### config.mk
export PLATFORM = sky130hd
export DESIGN_NAME = rijndael_round_controller
export DESIGN_NICKNAME = d
export VERILOG_FILES = /design/src/rtl/rijndael_pkg.sv /design/src/rtl/rijndael_round_controller.sv
export SDC_FILE = /design/constraint.sdc
export NUM_CORES = 1
export LEC_CHECK = 0
export CAP_MARGIN = 5
export CORE_AREA = 2 2 39 41
export CTS_CLUSTER_DIAMETER = 30
export DETAILED_ROUTE_END_ITERATION = 7
export DIE_AREA = 0 0 41 43
export GPL_ROUTABILITY_DRIVEN = 0
export HOLD_SLACK_MARGIN = 0.1
export PLACE_DENSITY = 0.65
export SLEW_MARGIN = 20
export SYNTH_ARGS = -nofsm -noshare
export SYNTH_HDL_FRONTEND = slang
export SYNTH_SLANG_ARGS = --single-unit
### constraint.sdc
create_clock -name clk_i -period 2.1 [get_ports clk_i]
set_clock_uncertainty 0.1 [all_clocks]
set_input_delay 0.42 -clock clk_i [delete_from_list [all_inputs] [get_ports clk_i]]
set_output_delay 0.42 -clock clk_i [all_outputs]
set_load 0.02 [all_outputs]
### src/rtl/rijndael_pkg.sv
// -----------------------------------------------------------------------------
// rijndael_pkg
// Shared types and helpers for the Rijndael round controller.
//   round_type_e : kind of round applied by the round datapath in a cycle
//   ctrl_state_e : controller FSM states
//   num_rounds() : round count for a given block/key size in 32-bit words
// -----------------------------------------------------------------------------
package rijndael_pkg;

    typedef enum logic [1:0] {
        ROUND_INIT  = 2'd0,  // initial AddRoundKey only
        ROUND_FULL  = 2'd1,  // SubBytes, ShiftRows, MixColumns, AddRoundKey
        ROUND_FINAL = 2'd2   // as a full round but without MixColumns
    } round_type_e;

    typedef enum logic [1:0] {
        ST_IDLE  = 2'd0,
        ST_LOAD  = 2'd1,
        ST_ROUND = 2'd2,
        ST_DONE  = 2'd3
    } ctrl_state_e;

    // Rijndael uses max(Nb, Nk) + 6 rounds.
    function automatic int num_rounds(input int nb, input int nk);
        return ((nb > nk) ? nb : nk) + 6;
    endfunction

endpackage : rijndael_pkg

### src/rtl/rijndael_round_controller.sv
// -----------------------------------------------------------------------------
// rijndael_round_controller
// Sequences one Rijndael block operation over the shared key schedule and
// round datapath: accept a job, load both units, apply NR+1 round keys, then
// hold the result until the consumer takes it.
//
// Parameters
//   NB, NK        block / key size in 32-bit words (4, 6 or 8)
//   NR, CNTW      derived round count and round-counter width
//
// Ports
//   clk_i, rst_ni                 clock, asynchronous active-low reset
//   in_valid_i / in_ready_o       job handshake (key/block presented outside)
//   out_valid_o / out_ready_i     result handshake
//   ks_load_o, ks_enable_o        key schedule capture / advance one round key
//   dp_load_o, dp_enable_o        round datapath capture / apply one round
//   round_type_o                  0 initial AddRoundKey, 1 full, 2 final round
//   round_cnt_o                   current round index
//   busy_o                        controller not idle
//   abort_i                       abort request (only with the macro below)
//
// Build option
//   RIJNDAEL_CTRL_ABORT_EN : when defined, abort_i in LOAD or ROUND returns the
//   controller to IDLE on the next edge without presenting a result. When
//   undefined, abort_i is ignored and a started job always completes.
// -----------------------------------------------------------------------------
module rijndael_round_controller
    import rijndael_pkg::*;
#(
    parameter  int NB   = 4,
    parameter  int NK   = 4,
    localparam int NR   = num_rounds(NB, NK),
    localparam int CNTW = $clog2(NR + 1)
) (
    input  logic            clk_i,
    input  logic            rst_ni,
    input  logic            in_valid_i,
    output logic            in_ready_o,
    output logic            out_valid_o,
    input  logic            out_ready_i,
    output logic            ks_load_o,
    output logic            ks_enable_o,
    output logic            dp_load_o,
    output logic            dp_enable_o,
    output logic [1:0]      round_type_o,
    output logic [CNTW-1:0] round_cnt_o,
    output logic            busy_o,
    input  logic            abort_i
);

    localparam logic [CNTW-1:0] LAST_CNT = CNTW'(NR);

    ctrl_state_e     state_q;
    logic [CNTW-1:0] cnt_q;
    logic            abort_req;
    round_type_e     round_type;

`ifdef RIJNDAEL_CTRL_ABORT_EN
    // Abort only has an effect while a job is in flight; IDLE and DONE ignore it.
    assign abort_req = abort_i && ((state_q == ST_LOAD) || (state_q == ST_ROUND));
`else
    logic unused_abort;
    assign unused_abort = abort_i;
    assign abort_req    = 1'b0;
`endif

    // NOTE: sequential state uses non-blocking assignments so every register
    // samples the pre-edge values of the others, independent of block order.
    always_ff @(posedge clk_i or negedge rst_ni) begin
        if (!rst_ni) begin
            state_q <= ST_IDLE;
            cnt_q   <= '0;
        end else if (abort_req) begin
            state_q <= ST_IDLE;
            cnt_q   <= '0;
        end else begin
            unique case (state_q)
                ST_IDLE: begin
                    if (in_valid_i) state_q <= ST_LOAD;
                end
                ST_LOAD: begin
                    cnt_q   <= '0;
                    state_q <= ST_ROUND;
                end
                ST_ROUND: begin
                    if (cnt_q == LAST_CNT) begin
                        cnt_q   <= '0;
                        state_q <= ST_DONE;
                    end else begin
                        cnt_q <= cnt_q + 1'b1;
                    end
                end
                ST_DONE: begin
                    if (out_ready_i) state_q <= ST_IDLE;
                end
                default: begin
                    state_q <= ST_IDLE;
                    cnt_q   <= '0;
                end
            endcase
        end
    end

    // Moore outputs decoded from the registered state and counter only, so
    // they fall to their idle values as soon as reset is asserted.
    assign in_ready_o  = (state_q == ST_IDLE);
    assign busy_o      = (state_q != ST_IDLE);
    assign out_valid_o = (state_q == ST_DONE);
    assign ks_load_o   = (state_q == ST_LOAD);
    assign dp_load_o   = (state_q == ST_LOAD);
    assign dp_enable_o = (state_q == ST_ROUND);
    // The key schedule advances after each key use, except after the last one.
    assign ks_enable_o = (state_q == ST_ROUND) && (cnt_q != LAST_CNT);
    assign round_cnt_o = cnt_q;

    assign round_type = (state_q != ST_ROUND) ? ROUND_INIT  :
                        (cnt_q == '0)         ? ROUND_INIT  :
                        (cnt_q == LAST_CNT)   ? ROUND_FINAL : ROUND_FULL;
    assign round_type_o = round_type;

endmodule : rijndael_round_controller

==> impl_metrics.yaml <==
logic_synthesis:
  syn_area_um2: 450.4
  yosys-top-cells-count: "inv_1, ha_1, dfrtp_1"
  syn-num-nets: 55
  synth_ff_type: "dfrtp_1"
  seq_area_frac_synth_pct: 33.33
  syn_avg_cell_area_um2: 10.48
  netlist_top_cells_area: "dfrtp_1, ha_1, inv_1, a221oi_4, nand3b_4"
  synth-edff-count: 0
  synthDistinctLibCells: 22
  synth.ff_latch_count: 6
  syn_inst: 43
  yosysTopAreaCell: "dfrtp_1"
  ys_warn_count: 0
  synth.most_common_cell: "inv_1"
  synthArstFlopShare_pct: 100.0
  synth_top_area_share_pct: 33.33
clock_tree:
  numCtsBuffers: 3
  ctsHoldBuffers: 0
  post_cts_buffers: 0
  clkTransAtPathRegs_ns: 0.05
  clock_latency_ns: 0.25
  htreeDepth: 1
  cts_root_buf: "clkbuf_4"
  clkSinkCount: 6
  cts_tree: "done"
  clockBufferDepth: 2
grt:
  grt_use_met3_pct: 9.424
  grt_usage_pct: 12.40
  grt_pass1_wl_um: 1414
  top_usage_layer: "met1"
  use_met1_pct: 15.96
  grt_pass1_vias: 348
  antenna_found_initial: 0
  grt_use_met2_pct: 15.63
  grt_max_degree: 9
  grt_overflow_total: 0
flow_run:
  maxCapViolations: 0
die:
  num_rows: 14
  die_w_um: 41
  io_pins: 18
  core_um2: 1384
  initial_core_util_pct: 32.55
  die_area_um2: 1763
  die_h_um: 43
routing:
  drtIter0Drc: 5
  vias: 393
  viasPerCell: 4.624
  ant_nets: 0
  first_pass_iters: 2
  drc: 0
  routed_wl_um: 938
  wl_per_cell_um: 11.04
power:
  cellPowerDensity_nw_per_um2: 1471
  p_leak_uw: 0.0004170
  peakVddDrop_v: 0.0005992
layout:
  diodes: 0
  fill_cells: 134
  syn_to_final_growth_pct: 55.28
  drive_gt1_share_pct: 21.74
  fin_nets: 83
  final_cells: 85
  final_area_um2: 699.4
sta:
  rsz0062_at_grt: "no"
  min_period_ns: 1.995
  hold_viol_final: 0
  finalMaxSlewViolations: 0
  fin_setup_tns_ns: 0
  fmax_mhz: 501.1
  slew_headroom_pct: 79.54
  finalCritPeriodShare_pct: 95.02
  fin_ws_ns: 0.1045
  tightest_slew_ns: 0.3059
  finalSetupViolCount: 0
worst_setup_path:
  crit_arrival_ns: 1.48
  max_stage_delay_ns: 0.36
  cp_slowest_cell: "dfrtp_1"
  crit_required_ns: 1.58
  path_cells: "inv_1 > ha_1 > nand3b_4 > nand2_1 > inv_1 > dlygate4sd2_1"
  cpMostUsedCell: "inv_1"
  end_kind: "output pin"
  worstSetupPathType: "reg -> out"
  critPathLaunchType: "flip-flop"
  critPathMaxFanout: 3
place:
  preCtsSetupSlack_ns: 0.02962
  place_inst: 82
  hpwl_um: 754.6
  placed_area_um2: 683.2
  io_buffers: 16
run_status:
  status: "completed"
worst_hold_path:
  hold_path.class: "in -> async"
-- placed cells by master, fill, tap and decap left out, drive strengths merged, types with 2 or more instances in the layout --
cell | Yosys | final
dfrtp | 6 | 6
clkbuf | 0 | 4
dlymetal6s2s | 0 | 2
nand2 | 2 | 2
nor2 | 2 | 2
buf | 1 | 8
nor2b | 2 | 2
clkdlybuf4s50 | 0 | 8
dlygate4sd2 | 0 | 5
inv | 8 | 8
ha | 7 | 7
-- per-layer routing --
layer / share of wire [%] / vias up
met5: 0 / -
met4: 1.1 / 0
met3: 6.0 / 2
met2: 44 / 8
met1: 49 / 182
li1: - / 201
-- through the flow --
stage	hold slack [ns]	total power, µW	util, %
2_1_floorplan	0.02441	662.5	-
3_3_place_gp	0.4635	961.8	49.37
3_5_place_dp	0.4730	973.8	49.37
4_1_cts	0.3267	1047	50.45
5_1_grt	0.3217	1112	50.54
6_report	0.3266	1029	50.54
-- flip-flops by register name (all words and copies together), names as in the netlist --
| register | flops |
|---|---|
| round_cnt_o | 4 |
| state_q | 2 |
-- area by class of cell --
class	count	area, µm²	area share [%]
Clock buffer	3	22.52	3.220
Inverter	8	30.03	4.293
Multi-Input combinational cell	28	262.8	37.57
Sequential cell	6	150.1	21.47
Tap cell	16	20.02	2.862
Timing Repair Buffer	24	214.0	30.59
-- final timing paths --
path / endpoint / cells past startpoint / slack [ns] / start
min in group clk_i: state_q[1] / 1 / 0.48 / state_q[1]
setup reg to reg: state_q[1] / 6 / 0.41 / round_cnt_o[0]
max in group asynchronous: state_q[0] / 1 / 1.34 / rst_ni
hold / removal: state_q[1] / 1 / 0.33 / rst_ni
setup / recovery: ks_enable_o / 6 / 0.10 / round_cnt_o[0]
hold reg to reg: state_q[1] / 1 / 0.48 / state_q[1]
-- what timing repair did --
action | CTS | global route
setup endpoints to repair | 6 | 3
cloned | 0 | 0
resized for setup | 6 | 4
-- critical path: cells and delay by family, from the launching register on --
kind,cells,cell delay (ns)
and+or+nand+nor,2,0.23
adders and majority gates,1,0.22
DFF,1,0.36
buffers and inverters,3,0.42
-- logic make-up after synthesis --
kind of cell,synth area share [%]
adders and majority gates,19.44
and+or+nand+nor,16.11
DFF,33.33
muxes,5.555
AOI/OAI and AO/OA,17.22
buffers and inverters,8.334
-- report_power, final --
part | internal [µW] | switching (µW) | total (µW)
Sequential | 154 | 22.6 | 177
Clock | 64.7 | 41.9 | 107
Combinational | 357 | 388 | 746
(Power assumes the default switching activity.)
